--- src/rtl/led_pwm_dimmer_pkg.sv ---
// Shared types and the brightness table formula for the LED PWM dimmer.
package led_pwm_dimmer_pkg;

  typedef enum logic [1:0] {
    STEADY    = 2'd0,
    FADE_UP   = 2'd1,
    FADE_DOWN = 2'd2
  } duty_state_t;

  // duty_k = floor(k * 2^cnt_w / (levels-1)); evaluated with constant arguments only.
  function automatic int level_duty(input int k, input int cnt_w, input int levels);
    longint num;
    num = longint'(k) * (longint'(1) << cnt_w);
    return int'(num / longint'(levels - 1));
  endfunction

endpackage

--- src/rtl/pwm_timebase.sv ---
// Prescaled PWM tick generator and period counter, shareable between dimmer channels.
module pwm_timebase #(
  parameter int PRESCALE = 100,
  parameter int CNT_W    = 10
) (
  input  logic             clk,
  input  logic             rst,
  output logic [CNT_W-1:0] cnt,
  output logic             tick,
  output logic             period_end
);

  localparam int PS_W = (PRESCALE > 1) ? $clog2(PRESCALE) : 1;

  logic [PS_W-1:0] prescaler;

  assign tick       = (prescaler == PS_W'(PRESCALE - 1));
  assign period_end = tick && (cnt == {CNT_W{1'b1}});

  // Prescaler wraps on tick; the period counter advances on tick and wraps naturally.
  always_ff @(posedge clk or posedge rst) begin
    if (rst) begin
      prescaler <= '0;
      cnt       <= '0;
    end else begin
      if (tick) begin
        prescaler <= '0;
        cnt       <= cnt + CNT_W'(1);
      end else begin
        prescaler <= prescaler + PS_W'(1);
      end
    end
  end

endmodule

--- src/rtl/led_pwm_dimmer.sv ---
// Single-channel LED dimmer: button-driven level selection, level-to-duty table,
// optional duty fading at period boundaries and the PWM comparator.
module led_pwm_dimmer
  import led_pwm_dimmer_pkg::*;
#(
  parameter int CNT_W     = 10,
  parameter int PRESCALE  = 100,
  parameter int LEVELS    = 5,
  parameter int FADE_STEP = 8,
  parameter int LVL_W     = $clog2(LEVELS)
) (
  input  logic             i_clk,
  input  logic             i_reset,
  input  logic             i_up,
  input  logic             i_down,
  input  logic             i_off,
  input  logic             i_fade_en,
  output logic             o_pwm,
  output logic [LVL_W-1:0] o_level,
  output logic [CNT_W:0]   o_duty,
  output logic             o_busy
);

  localparam int DW = CNT_W + 1;
  localparam int EW = CNT_W + 2;
  // Any step >= full scale lands on the target in one period, so clamping keeps EW sums exact.
  localparam int STEP_LIM = (FADE_STEP > (1 << (CNT_W + 1))) ? (1 << (CNT_W + 1)) : FADE_STEP;
  localparam logic [LVL_W-1:0] MAX_LEVEL = LVL_W'(LEVELS - 1);
  localparam logic [EW-1:0]    STEP_EXT  = EW'(STEP_LIM);

  logic [CNT_W-1:0] cnt;
  logic             period_end;
  logic             unused_tick;
  logic [LVL_W-1:0] level_next;
  logic [DW-1:0]    target;
  logic [DW-1:0]    duty_next;
  logic [EW-1:0]    duty_ext;
  logic [EW-1:0]    target_ext;
  logic [EW-1:0]    sum_up;
  duty_state_t      state;
  duty_state_t      state_next;

  pwm_timebase #(
    .PRESCALE(PRESCALE),
    .CNT_W   (CNT_W)
  ) u_timebase (
    .clk       (i_clk),
    .rst       (i_reset),
    .cnt       (cnt),
    .tick      (unused_tick),
    .period_end(period_end)
  );

  // Level-to-duty lookup; levels beyond the table map to zero duty.
  always_comb begin
    target = '0;
    for (int k = 0; k < LEVELS; k++) begin
      if (o_level == LVL_W'(k)) begin
        target = DW'(level_duty(k, CNT_W, LEVELS));
      end else begin
        target = target;
      end
    end
  end

  // Button handling: off wins, simultaneous up/down cancels, both directions saturate.
  always_comb begin
    level_next = o_level;
    if (i_off) begin
      level_next = '0;
    end else if (i_up && !i_down) begin
      if (o_level != MAX_LEVEL) level_next = o_level + LVL_W'(1);
      else                      level_next = o_level;
    end else if (i_down && !i_up) begin
      if (o_level != '0) level_next = o_level - LVL_W'(1);
      else               level_next = o_level;
    end else begin
      level_next = o_level;
    end
  end

  assign duty_ext   = {1'b0, o_duty};
  assign target_ext = {1'b0, target};
  assign sum_up     = duty_ext + STEP_EXT;

  // Duty FSM: the applied duty only moves at period_end so no runt pulses appear.
  always_comb begin
    duty_next  = o_duty;
    state_next = state;
    if (period_end) begin
      if (!i_fade_en) begin
        duty_next  = target;
        state_next = STEADY;
      end else if (o_duty < target) begin
        duty_next  = (sum_up > target_ext) ? target : sum_up[DW-1:0];
        state_next = FADE_UP;
      end else if (o_duty > target) begin
        duty_next  = (duty_ext >= target_ext + STEP_EXT) ? DW'(duty_ext - STEP_EXT) : target;
        state_next = FADE_DOWN;
      end else begin
        state_next = STEADY;
      end
    end else begin
      duty_next  = o_duty;
      state_next = state;
    end
  end

  // Level, duty, FSM state and the registered PWM comparator.
  always_ff @(posedge i_clk or posedge i_reset) begin
    if (i_reset) begin
      o_level <= '0;
      o_duty  <= '0;
      o_pwm   <= 1'b0;
      state   <= STEADY;
    end else begin
      o_level <= level_next;
      o_duty  <= duty_next;
      o_pwm   <= ({1'b0, cnt} < o_duty);
      state   <= state_next;
    end
  end

  assign o_busy = (o_duty != target);

endmodule
--- config.mk ---
export PLATFORM = sky130hd
export DESIGN_NAME = led_pwm_dimmer
export DESIGN_NICKNAME = d
export VERILOG_FILES = /design/src/rtl/led_pwm_dimmer_pkg.sv /design/src/rtl/pwm_timebase.sv /design/src/rtl/led_pwm_dimmer.sv
export SDC_FILE = /design/constraint.sdc
export NUM_CORES = 1
export LEC_CHECK = 0
export CAP_MARGIN = 20
export CORE_MARGIN = 8
export CORE_UTILIZATION = 62
export CTS_CLUSTER_SIZE = 8
export DETAILED_ROUTE_END_ITERATION = 16
export PLACE_DENSITY_LB_ADDON = 0.2
export SLEW_MARGIN = 40
export SYNTH_ARGS = -nofsm -noshare
export SYNTH_HDL_FRONTEND = slang
export SYNTH_SLANG_ARGS = --single-unit
--- constraint.sdc ---
create_clock -name i_clk -period 4.9 [get_ports i_clk]
set_input_delay 0.98 -clock i_clk [delete_from_list [all_inputs] [get_ports i_clk]]
set_output_delay 0.98 -clock i_clk [all_outputs]
set_load 0.02 [all_outputs]
Word-level counts from Yosys, hierarchy flattened
Index checks and enable logic that the tools add are counted.

Register bits after elaboration: 32. Bits in latches: 0. RAM bits: 0. Bits in read-only memories: 0. Input port bits: 6. Word-level logic and storage cells: 52. Memories kept: 0.

Add/sub/neg operators: 7. Multipliers: 0. Div/mod/pow operators: 0. Magnitude comparators: 5. Eq/ne operators: 10. Shift-type cells: 0. Mux-type cells: 15. Bitwise logic cells: 0. Reductions and logical operators: 10.

Operators with widths (number): $mux W11 (8); $add A11 B4 Y12 const B (2); $mux W3 (5); $ge A11 B12 Y1 (1); $gt A12 B11 Y1 (1); $gt A11 B11 Y1 (1); $lt A10 B11 Y1 (1); $lt A11 B11 Y1 (1); $ne A11 B11 Y1 (1); $sub A11 B4 Y11 const B (1); $add A10 B1 Y10 const B (1); $eq A10 B10 Y1 const B (1); $mux W9 (1); $reduce_bool A3 Y1 (3); $add A7 B1 Y7 const B (1); $eq A7 B7 Y1 const B (1); $mux W7 (1); $eq A3 B2 Y1 const B (2); $add A3 B1 Y3 const B (1); $eq A3 B1 Y1 const B (1); $eq A3 B3 Y1 const B (1); $logic_and A1 B1 Y1 (3); $ne A3 B1 Y1 const B (1); $ne A3 B2 Y1 const B (1); 5 further kinds (6).

Depth between registers and ports, before layout
Gate-level depths: netlist (run 1).

Depth in word-level cells: 11. Mapped depth: 14.

Cells and area by module
From an unflattened synthesis (run 1), not the netlist that was laid out.

Cells, all modules: 254. Area, all modules: 2394.8 um2.

Modules (own cells, without submodules): led_pwm_dimmer (times used 1, cells each 184, area an instance 1560.2 um2); pwm_timebase (times used 1, cells each 70, area an instance 834.6 um2).

Worst setup path before layout (run 1)
No wires, ideal clock.

Kind: register to output. From: reg o_level[0]. To: out o_busy. Arrival: 1.952 ns. Slack: 1.968 ns. Stages on the path, launching flop included: 10. Buffers on the path: 0. Path through: dfrtp_1 > inv_1 > ha_1 > ha_1 > nor2_1 > inv_1 > ha_1 > nand2_1 > nor3_2 > inv_1.

Longest elaborated chain between the ends: 6.

Ends and longest elaborated chain: from (decl) (line led_pwm_dimmer.sv:19) `output logic [LVL_W-1:0] o_level,`; from (signal assigned) (line led_pwm_dimmer.sv:117) `o_level <= level_next;`; $eq A3 B1 Y1 (line led_pwm_dimmer.sv:58) `if (o_level == LVL_W'(k)) begin`; $mux W9 (line led_pwm_dimmer.sv:58); $mux W11 (2 in series) (line led_pwm_dimmer.sv:58); $mux W11 * (line led_pwm_dimmer.sv:58); $ne A11 B11 Y1 * (line led_pwm_dimmer.sv:124) `assign o_busy = (o_duty != target);`; to (decl) (line led_pwm_dimmer.sv:21) `output logic o_busy`.

Every way passes the cells marked *; elsewhere a longest branch is shown, timed or not.

Final worst setup path (run 1)
Same ends and word-level chain as after synthesis.

==> summary.json, run 1 <==
{
  "run_status": {"value": "completed"},
  "drt_pass1_iterations": {"value": 5},
  "global_route.overflow_total": {"value": 0},
  "rows": {"value": 22},
  "timing.max_cap.violations": {"value": 0},
  "cts-resized-gates": {"value": 0},
  "post_drt_via_cell_ratio": {"value": 6.18},
  "timing.critical_path.mode_cell": {"value": "inv_1"},
  "tightest_slew": {"value": 0.674, "unit": "ns"},
  "start_kind": {"value": "flip-flop"},
  "cp_data_arrival_time": {"value": 2.89, "unit": "ns"},
  "worst_setup_hold_path_clk_slew": {"value": 0.09, "unit": "ns"},
  "peak_supply_drop": {"value": 0.000293, "unit": "V"},
  "postCtsSetupRepairBufs": {"value": 0},
  "clock_insertion_delay_worst_skew": {"value": 0.34, "unit": "ns"},
  "ctsLongestPathBuffers": {"value": 2},
  "worstPathRequired": {"value": 3.92, "unit": "ns"},
  "final_nets": {"value": 302},
  "finalCritPeriodShare": {"value": 79.0, "unit": "%"},
  "worstHoldPathType": {"value": "flip-flop to flip-flop"},
  "numClockSinks": {"value": 29},
  "yosys.cell_types.count": {"value": 49},
  "slew_headroom": {"value": 55.1, "unit": "%"},
  "regToRegSetupSlack": {"value": 1.73, "unit": "ns"},
  "first_global_vias": {"value": 1882},
  "worstPathCellList": {"value": "inv_1, ha_1, ha_1, inv_1, o21ai_0, inv_1, ha_1, nand2_1, nor3_2, inv_1, clkdlybuf4s50_1"},
  "syn_area": {"value": 2270, "unit": "µm²"},
  "drive_gt1_share": {"value": 7.41, "unit": "%"},
  "end_kind": {"value": "primary output"},
  "core_region_area": {"value": 3580, "unit": "µm²"},
  "largest_stage_delay_worst_path": {"value": 0.53, "unit": "ns"},
  "fin_tns_setup": {"value": 0, "unit": "ns"},
  "die_w": {"value": 76.5, "unit": "µm"},
  "antenna_found_initial": {"value": 0},
  "worst_setup_path_endpoint": {"value": "o_busy"},
  "worst-r2r-cell-count": {"value": 11},
  "synth_flop_cell": {"value": "dfrtp_1"},
  "setup.worst_path.start": {"value": "o_level[0]"},
  "final_util": {"value": 71.3, "unit": "%"},
  "period_minus_slack": {"value": 3.87, "unit": "ns"},
  "critical_path_peak_fanout": {"value": 6},
  "finalWeightedCongestion": {"value": 0.921},
  "die_height": {"value": 76.5, "unit": "µm"},
  "synth_common_cells": {"value": "29 x dfrtp_1, 27 x ha_1, 21 x nor2_1"},
  "die-area": {"value": 5860, "unit": "µm²"},
  "grt_first_pass_wirelength": {"value": 8460, "unit": "µm"},
  "timing.rr.start": {"value": "o_duty[3]"},
  "clock-root-buffer": {"value": "clkbuf_4"},
  "syn_area_per_cell": {"value": 9.01, "unit": "µm²"},
  "numCtsBuffers": {"value": 5},
  "wire_length_per_cell": {"value": 16.0, "unit": "µm"},
  "floorplan.io_pins": {"value": 22},
  "place_hpwl": {"value": 3760, "unit": "µm"},
  "synth_enable_flop_cells": {"value": 0},
  "cp_slowest_cell": {"value": "clkdlybuf4s50_1"},
  "category_of_the_most_critical_setup_path": {"value": "flip-flop to primary output"},
  "synth_warnings": {"value": 0},
  "max_freq": {"value": 258, "unit": "MHz"},
  "cts.htree.levels": {"value": 2},
  "cts_tree": {"value": "yes"},
  "initial_core_util": {"value": 63.5, "unit": "%"},
  "detailed_router_s_first_iteration_violation_count": {"value": 167},
  "residual_drc": {"value": 0},
  "grt_setup_unrepaired": {"value": "false"},
  "ys_top_cells_by_area": {"value": "dfrtp_1 32%, ha_1 15%, xnor2_1 6.2%, nor2_1 3.5%, o21ai_0 3.1%"},
  "ys_seq_elements": {"value": 29},
  "clock_skew": {"value": 0.0126, "unit": "ns"},
  "hold_buffers": {"value": 0},
  "drt.antenna.violating_nets": {"value": 0},
  "ys_async_sr_fraction": {"value": 100, "unit": "%"},
  "synthToLayoutAreaGrowth": {"value": 12.4, "unit": "%"},
  "timing.final.hold_violations": {"value": 0},
  "maximum_number_of_pins_on_one_net_before_global_route_repair": {"value": 30},
  "synth_top_area_share": {"value": 32.0, "unit": "%"},
  "grtUsageTotal": {"value": 17.4, "unit": "%"},
  "p_leak": {"value": 0.00111, "unit": "µW"},
  "antenna_cells": {"value": 0},
  "port_buffers": {"value": 18},
  "yosys.area.top_type": {"value": "dfrtp_1"},
  "power-per-cell-area": {"value": 311, "unit": "nW/µm²"},
  "report.final.setup_viol": {"value": 0},
  "syn-instance-count": {"value": 252},
  "yosysSeqAreaShare": {"value": 32.0, "unit": "%"},
  "most_frequent_cell_after_synthesis": {"value": "dfrtp_1"},
  "finalWirelength": {"value": 5090, "unit": "µm"},
  "crit-reg2reg-capture": {"value": "o_duty[8]"},
  "final_max_slew_viol_count": {"value": 0},
  "route.vias.total": {"value": 1965},
  "final.fill_count": {"value": 277}
}
## power breakdown
part           leakage, µW  internal, µW  switching [µW]
Sequential        0.000368           247            11.0
Clock            0.0000455           122            90.5
Combinational     0.000695           122             200
Total              0.00111           491             302
## layer usage
layer	wire length, µm	share of wire [%]	global-route usage, %	vias up
li1	-	-	-	931
met1	2220	44	20.5	920
met2	2360	46	28.6	102
met3	415	8.2	5.78	12
met4	92	1.8	6.15	0
met5	0	0	0	-
## cells in the final DEF, fill, tap and decap left out, types with 2 or more instances in the layout
cell type        instances
a21oi_1                 13
xor2_1                   4
conb_1                   3
a311oi_1                 3
nor3_2                   2
a221o_1                  2
clkdlybuf4s50_1         18
nand3_1                  8
xnor2_1                 16
mux2_2                   4
mux2i_1                  4
o21ai_0                 14
clkbuf_4                 5
ha_1                    27
nor2_1                  21
a21o_1                   2
and3_1                   5
o31ai_1                  4
nand2_1                 16
inv_1                   18
a32oi_1                  4
nand4_1                  8
or3_1                    2
o21a_1                   4
nor3_1                   7
nand2b_1                 2
dfrtp_1                 29
## state kept, by name, indices dropped and copies added, names as in the netlist
signal and flops:
u_timebase.cnt 10, o_duty 8, u_timebase.prescaler 7, o_level 3
o_pwm 1
## through the flow
step	hold slack, ns	worst slack [ns]	instances	total power (µW)	area (µm²)
2_1_floorplan	0.425	1.97	254	495	2280
3_3_place_gp	0.446	1.48	310	572	2470
3_5_place_dp	0.455	1.38	310	578	2470
4_1_cts	0.468	0.996	318	791	2550
5_1_grt	0.493	0.768	318	844	2550
6_report	0.467	1.03	318	793	2550
## worst min-delay path by stage
stage | start | end | depth (start not counted)
final | u_timebase.prescaler[0] | u_timebase.prescaler[0] | 1
after global routing | u_timebase.prescaler[0] | u_timebase.prescaler[0] | 1
after CTS | u_timebase.prescaler[0] | u_timebase.prescaler[0] | 1
after detailed placement | u_timebase.prescaler[0] | u_timebase.prescaler[0] | 1
after global placement | u_timebase.prescaler[0] | u_timebase.prescaler[0] | 1
after floorplan | u_timebase.prescaler[0] | u_timebase.prescaler[0] | 1
## kinds of logic after synthesis
| logic type | synth area share, % |
|---|---|
| buf+inv | 5.73 |
| fa+ha+maj | 14.9 |
| xor+xnor | 7.71 |
| simple gates | 19.0 |
| mux | 3.75 |
| flops | 32.0 |
| other cells | 0.165 |
| compound gates | 16.8 |
## area by class of cell
type / instances / area [µm²] / share of cell area (%)
tap: 48 / 60.1 / 2.35
clock buffer: 7 / 55.1 / 2.16
multi-input combinational: 195 / 1420 / 55.7
timing repair buffer: 19 / 188 / 7.35
inverter: 19 / 71.3 / 2.79
sequential: 29 / 726 / 28.4
clock inverter: 1 / 30.0 / 1.18
## worst max-delay path, delay by kind of cell (launching register included)
kind	cells	cell delay, ns
compound gates	1	0.14
fa+ha+maj	3	0.73
buf+inv	5	0.96
simple gates	2	0.27
flops	1	0.45
(Power assumes the default switching activity.)
==> inputs of run 2 (changes only) <==
--- a/config.mk
+++ b/config.mk
@@ -7,7 +7,7 @@
 export LEC_CHECK = 0
 export CAP_MARGIN = 20
 export CORE_MARGIN = 8
-export CORE_UTILIZATION = 62
+export CORE_UTILIZATION = 57
 export CTS_CLUSTER_SIZE = 8
 export DETAILED_ROUTE_END_ITERATION = 16
 export PLACE_DENSITY_LB_ADDON = 0.2
==> constraint.sdc (replaced) <==
create_clock -name i_clk -period 3.98 [get_ports i_clk]
set_input_delay 0.796 -clock i_clk [delete_from_list [all_inputs] [get_ports i_clk]]
set_output_delay 0.796 -clock i_clk [all_outputs]
set_load 0.02 [all_outputs]
==> summary.json, run 2 (same netlist as run 1, synthesis figures left out) <==
{
  "run_status": {"value": "completed"},
  "critical_path_peak_fanout": {"value": 6},
  "clock-root-buffer": {"value": "clkbuf_8"},
  "tightest_slew": {"value": 0.645, "unit": "ns"},
  "core_region_area": {"value": 3910, "unit": "µm²"},
  "most_common_library_cell_in_the_layout_ignoring_fill_and_taps": {"value": "dfrtp_1"},
  "finalWirelength": {"value": 5070, "unit": "µm"},
  "max_freq": {"value": 269, "unit": "MHz"},
  "cp_slowest_cell": {"value": "clkdlybuf4s50_1"},
  "die_w": {"value": 79.1, "unit": "µm"},
  "cts_tree": {"value": "yes"},
  "leading_cell_types_in_the_layout_fill_and_taps_excluded": {"value": "29 x dfrtp_1, 27 x ha_1, 21 x nor2_1"},
  "post_drt_via_cell_ratio": {"value": 5.91},
  "category_of_the_most_critical_setup_path": {"value": "flip-flop to primary output"},
  "die_height": {"value": 79.1, "unit": "µm"},
  "report.final.setup_viol": {"value": 0},
  "global_route.overflow_total": {"value": 0},
  "antenna_cells": {"value": 0},
  "p_clk_share": {"value": 25.5, "unit": "%"},
  "grtUsageTotal": {"value": 16.9, "unit": "%"},
  "holdWs": {"value": 0.470, "unit": "ns"},
  "hold_buffers": {"value": 0},
  "worstPathRequired": {"value": 3.18, "unit": "ns"},
  "clock_skew": {"value": 0.00823, "unit": "ns"},
  "place_hpwl": {"value": 3920, "unit": "µm"},
  "synthToLayoutAreaGrowth": {"value": 12.6, "unit": "%"},
  "wire_length_per_cell": {"value": 15.8, "unit": "µm"},
  "final_max_slew_viol_count": {"value": 0},
  "drt.antenna.violating_nets": {"value": 0},
  "die-area": {"value": 6260, "unit": "µm²"},
  "drt_pass1_iterations": {"value": 4},
  "clock_insertion_delay_worst_skew": {"value": 0.28, "unit": "ns"},
  "detailed_router_s_first_iteration_violation_count": {"value": 123},
  "largest_register_ff_count": {"value": 10},
  "internal_power": {"value": 574, "unit": "µW"},
  "power-per-cell-area": {"value": 370, "unit": "nW/µm²"},
  "fin_tns_setup": {"value": 0, "unit": "ns"},
  "initial_core_util": {"value": 58.0, "unit": "%"},
  "cp_data_arrival_time": {"value": 2.93, "unit": "ns"},
  "ctsLongestPathBuffers": {"value": 2},
  "end_kind": {"value": "primary output"},
  "worstPathCellList": {"value": "inv_1, ha_1, ha_1, inv_1, o21ai_0, inv_1, ha_1, nand2_1, nor3_2, inv_1, clkdlybuf4s50_1"},
  "floorplan.io_pins": {"value": 22},
  "p_leak": {"value": 0.00110, "unit": "µW"},
  "peak_supply_drop": {"value": 0.000231, "unit": "V"},
  "numCtsBuffers": {"value": 5},
  "timing.max_cap.violations": {"value": 0},
  "maximum_number_of_pins_on_one_net_before_global_route_repair": {"value": 18},
  "reg.largest.list": {"value": "u_timebase.cnt x10, o_duty x8, u_timebase.prescaler x7"},
  "grt_setup_unrepaired": {"value": "false"},
  "top_register": {"value": "u_timebase.cnt"},
  "timing.critical_path.mode_cell": {"value": "inv_1"},
  "finalCritPeriodShare": {"value": 93.5, "unit": "%"},
  "rows": {"value": 23},
  "net-switching-power": {"value": 371, "unit": "µW"},
  "fraction_of_power_spent_switching_nets": {"value": 39.2, "unit": "%"},
  "share_of_power_burned_in_registers": {"value": 33.7, "unit": "%"},
  "cts-resized-gates": {"value": 0},
  "drive_gt1_share": {"value": 7.78, "unit": "%"},
  "pwr-share-comb": {"value": 40.8, "unit": "%"},
  "largest_stage_delay_worst_path": {"value": 0.54, "unit": "ns"},
  "period_minus_slack": {"value": 3.72, "unit": "ns"},
  "slew_headroom": {"value": 56.7, "unit": "%"},
  "numClockSinks": {"value": 29},
  "residual_drc": {"value": 0},
  "timing.final.hold_violations": {"value": 0},
  "postCtsSetupRepairBufs": {"value": 0},
  "port_buffers": {"value": 18},
  "final_nets": {"value": 302},
  "first_global_vias": {"value": 1902},
  "antenna_found_initial": {"value": 0},
  "grt_first_pass_wirelength": {"value": 8640, "unit": "µm"},
  "cts.htree.levels": {"value": 2},
  "worst_setup_hold_path_clk_slew": {"value": 0.06, "unit": "ns"},
  "worstHoldPathType": {"value": "flip-flop to flip-flop"},
  "route.vias.total": {"value": 1890},
  "finalWeightedCongestion": {"value": 0.866},
  "start_kind": {"value": "flip-flop"}
}
## run 2: cell count changes in the layout (fill, tap and decap cells not counted)
cell        delta
inv_1          -1
clkinvlp_4     +1
clkinv_1       +1
clkinv_2       +2
bufinv_16      -1
clkbuf_1       -1
clkbuf_4       -5
clkbuf_8       +4
## run 2: cell type report
| class | count | area, µm² |
|---|---|---|
| clock buffer | 5 | 68.8 |
| clock inverter | 3 | 17.5 |
| fill | 349 | 1360 |
| inverter | 19 | 71.3 |
| multi-input combinational | 195 | 1420 |
| sequential | 29 | 726 |
| tap | 50 | 62.6 |
| timing repair buffer | 19 | 188 |
## run 2: path summary, 6_finish.rpt
check                                         from                      end  slack (ns)  depth (start not counted)
setup / recovery                        o_level[0]                   o_busy        0.26                         11
hold / removal             u_timebase.prescaler[0]  u_timebase.prescaler[0]        0.47                          1
min in group asynchronous                  i_reset                o_duty[9]        0.83                          2
hold reg to reg            u_timebase.prescaler[0]  u_timebase.prescaler[0]        0.47                          1
setup reg to reg                         o_duty[3]                o_duty[6]        0.81                         11
max in group asynchronous                  i_reset        u_timebase.cnt[9]        2.58                          3
## run 2: worst max-delay path: cells and delay by family, from the launching register on
family	cells	cell delay, ns
AND/OR/NAND/NOR	2	0.28
adder cells (fa/ha/maj)	3	0.74
flip-flops	1	0.44
buffers and inverters	5	1.02
AO/OA/AOI/OAI	1	0.18
## run 2: power groups by stage
stage	registers, µW	logic (µW)	clock network (µW)
after detailed placement	325	379	0
final	319	385	241
after global placement	323	373	0
after global routing	320	429	257
after CTS	319	382	247
after floorplan	334	276	0
## run 2: layer usage
metal  GRT usage [%]  wire [µm]  up-vias  part of all wire (%)
li1                -          -      932                     -
met1            21.2       2300      886                    45
met2            28.6       2370       62                    47
met3            2.71        298       10                   5.9
met4            6.11         99        0                   2.0
met5               0          0        -                     0
## run 2: stage by stage
step / setup slack (ns) / total power, µW / std cells / instance area [µm²] / utilization [%]
final: 0.257 / 945 / 320 / 2560 / 65.3
after global routing: 0.0393 / 1010 / 320 / 2560 / 65.3
after CTS: 0.262 / 948 / 320 / 2560 / 65.3
after detailed placement: 0.573 / 703 / 312 / 2470 / 63.1
after global placement: 0.722 / 696 / 312 / 2470 / 63.1
after floorplan: 1.16 / 610 / 254 / 2280 / -
==> inputs of run 3 (changes only) <==
--- a/config.mk
+++ b/config.mk
@@ -11,7 +11,6 @@
 export CTS_CLUSTER_SIZE = 8
 export DETAILED_ROUTE_END_ITERATION = 16
 export PLACE_DENSITY_LB_ADDON = 0.2
-export SLEW_MARGIN = 40
 export SYNTH_ARGS = -nofsm -noshare
 export SYNTH_HDL_FRONTEND = slang
 export SYNTH_SLANG_ARGS = --single-unit
==> summary.json, run 3 (same netlist as run 1, synthesis figures left out) <==
{
  "postCtsSetupRepairBufs": {"value": 0},
  "most_common_library_cell_in_the_layout_ignoring_fill_and_taps": {"value": "dfrtp_1"},
  "synthToLayoutAreaGrowth": {"value": 12.6, "unit": "%"},
  "timing.max_cap.violations": {"value": 0},
  "report.final.setup_viol": {"value": 0},
  "drt.antenna.violating_nets": {"value": 0},
  "die_height": {"value": 79.1, "unit": "µm"},
  "fraction_of_power_spent_switching_nets": {"value": 39.2, "unit": "%"},
  "hold_buffers": {"value": 0},
  "finalCritPeriodShare": {"value": 93.6, "unit": "%"},
  "end_kind": {"value": "primary output"},
  "final.fill_count": {"value": 349},
  "share_of_power_burned_in_registers": {"value": 33.7, "unit": "%"},
  "tightest_slew": {"value": 0.688, "unit": "ns"},
  "die_w": {"value": 79.1, "unit": "µm"},
  "cp_data_arrival_time": {"value": 2.93, "unit": "ns"},
  "grt_first_pass_wirelength": {"value": 8640, "unit": "µm"},
  "clock_insertion_delay_worst_skew": {"value": 0.28, "unit": "ns"},
  "pwr-share-comb": {"value": 40.8, "unit": "%"},
  "peak_supply_drop": {"value": 0.000231, "unit": "V"},
  "post-place-cells": {"value": 312},
  "timing.critical_path.mode_cell": {"value": "inv_1"},
  "die-area": {"value": 6260, "unit": "µm²"},
  "final_cell_area_excluding_filler_cells": {"value": 2560, "unit": "µm²"},
  "clock-root-buffer": {"value": "clkbuf_8"},
  "final_max_slew_viol_count": {"value": 0},
  "grtUsageTotal": {"value": 16.9, "unit": "%"},
  "category_of_the_most_critical_setup_path": {"value": "flip-flop to primary output"},
  "numClockSinks": {"value": 29},
  "residual_drc": {"value": 0},
  "top_register": {"value": "u_timebase.cnt"},
  "worst_setup_hold_path_clk_slew": {"value": 0.06, "unit": "ns"},
  "regToRegSetupSlack": {"value": 0.81, "unit": "ns"},
  "first_global_vias": {"value": 1902},
  "total_power": {"value": 945, "unit": "µW"},
  "worstPathCellList": {"value": "inv_1, ha_1, ha_1, inv_1, o21ai_0, inv_1, ha_1, nand2_1, nor3_2, inv_1, clkdlybuf4s50_1"},
  "detailed_router_s_first_iteration_violation_count": {"value": 123},
  "finalNonFillerCells": {"value": 320},
  "largest_register_ff_count": {"value": 10},
  "drive_gt1_share": {"value": 7.78, "unit": "%"},
  "reg.largest.list": {"value": "u_timebase.cnt x10, o_duty x8, u_timebase.prescaler x7"},
  "post-route-worst-setup-slack": {"value": 0.256, "unit": "ns"},
  "period_minus_slack": {"value": 3.72, "unit": "ns"},
  "run_status": {"value": "completed"},
  "final-seq-area": {"value": 726, "unit": "µm²"},
  "drt_pass1_iterations": {"value": 4},
  "critical_path_peak_fanout": {"value": 6},
  "slew_headroom": {"value": 54.1, "unit": "%"},
  "floorplan.io_pins": {"value": 22},
  "rows": {"value": 23},
  "antenna_found_initial": {"value": 0},
  "post_dp_cell_area": {"value": 2470, "unit": "µm²"},
  "place_hpwl": {"value": 3920, "unit": "µm"},
  "route.vias.total": {"value": 1896},
  "cts-resized-gates": {"value": 0},
  "numCtsBuffers": {"value": 5},
  "place_ws": {"value": 0.573, "unit": "ns"},
  "internal_power": {"value": 574, "unit": "µW"},
  "wire_length_per_cell": {"value": 15.8, "unit": "µm"},
  "net-switching-power": {"value": 371, "unit": "µW"},
  "timing.final.hold_violations": {"value": 0},
  "worstPathRequired": {"value": 3.18, "unit": "ns"},
  "fin_tns_setup": {"value": 0, "unit": "ns"},
  "leading_cell_types_in_the_layout_fill_and_taps_excluded": {"value": "29 x dfrtp_1, 27 x ha_1, 21 x nor2_1"},
  "p_clk_share": {"value": 25.5, "unit": "%"},
  "cts_tree": {"value": "yes"},
  "post_drt_via_cell_ratio": {"value": 5.93},
  "port_buffers": {"value": 18},
  "power-per-cell-area": {"value": 370, "unit": "nW/µm²"},
  "finalWirelength": {"value": 5070, "unit": "µm"},
  "maximum_number_of_pins_on_one_net_before_global_route_repair": {"value": 18},
  "multi_input_comb_area": {"value": 1420, "unit": "µm²"},
  "ctsLongestPathBuffers": {"value": 2},
  "worstHoldPathType": {"value": "flip-flop to flip-flop"},
  "core_region_area": {"value": 3910, "unit": "µm²"},
  "cp_slowest_cell": {"value": "clkdlybuf4s50_1"},
  "cts.htree.levels": {"value": 2},
  "grt_setup_unrepaired": {"value": "false"},
  "antenna_cells": {"value": 0},
  "finalWeightedCongestion": {"value": 0.866},
  "start_kind": {"value": "flip-flop"},
  "clock_skew": {"value": 0.00823, "unit": "ns"},
  "largest_stage_delay_worst_path": {"value": 0.54, "unit": "ns"},
  "final_nets": {"value": 302},
  "global_route.overflow_total": {"value": 0},
  "initial_core_util": {"value": 58.0, "unit": "%"},
  "p_leak": {"value": 0.00111, "unit": "µW"},
  "max_freq": {"value": 269, "unit": "MHz"}
}
## run 3: layout make-up
class                      instances  share of cell area (%)
inverter                          19                    2.79
tap                               50                    2.45
sequential                        29                    28.4
multi-input combinational        195                    55.7
clock inverter                     3                   0.685
clock buffer                       5                    2.69
timing repair buffer              19                    7.34
## run 3: power groups by stage
stage	logic [µW]	clock network (µW)	registers, µW
final	386	241	319
after global routing	429	257	320
after CTS	382	247	319
after detailed placement	379	0	325
after global placement	373	0	323
after floorplan	276	0	334
## run 3: critical path, delay by kind of cell, from the launching register on
family | cells | cell delay (ns)
adder cells (fa/ha/maj) | 3 | 0.74
buffers and inverters | 5 | 1.02
flip-flops | 1 | 0.44
AO/OA/AOI/OAI | 1 | 0.18
AND/OR/NAND/NOR | 2 | 0.28
## run 3: metrics by stage
step | hold WS [ns] | util [%]
6_report | 0.470 | 65.3
5_1_grt | 0.492 | 65.3
4_1_cts | 0.478 | 65.3
3_5_place_dp | 0.469 | 63.1
3_3_place_gp | 0.452 | 63.1
2_1_floorplan | 0.425 | -
## run 3: path summary, 6_finish.rpt
check,start,to,cells after the start
worst max-delay path,o_level[0],o_busy,11
worst min-delay path,u_timebase.prescaler[0],u_timebase.prescaler[0],1
worst max register to register,o_duty[3],o_duty[6],11
worst min register to register,u_timebase.prescaler[0],u_timebase.prescaler[0],1
max in group asynchronous,i_reset,u_timebase.cnt[9],3
min in group asynchronous,i_reset,o_duty[9],2
## run 3: layer usage
metal	vias up	global-route usage [%]	part of all wire, %	wire length [µm]
met5	-	0	0	0
met4	0	6.11	2.0	99
met3	10	2.71	5.9	299
met2	63	28.6	47	2370
met1	891	21.2	45	2300
li1	932	-	-	-
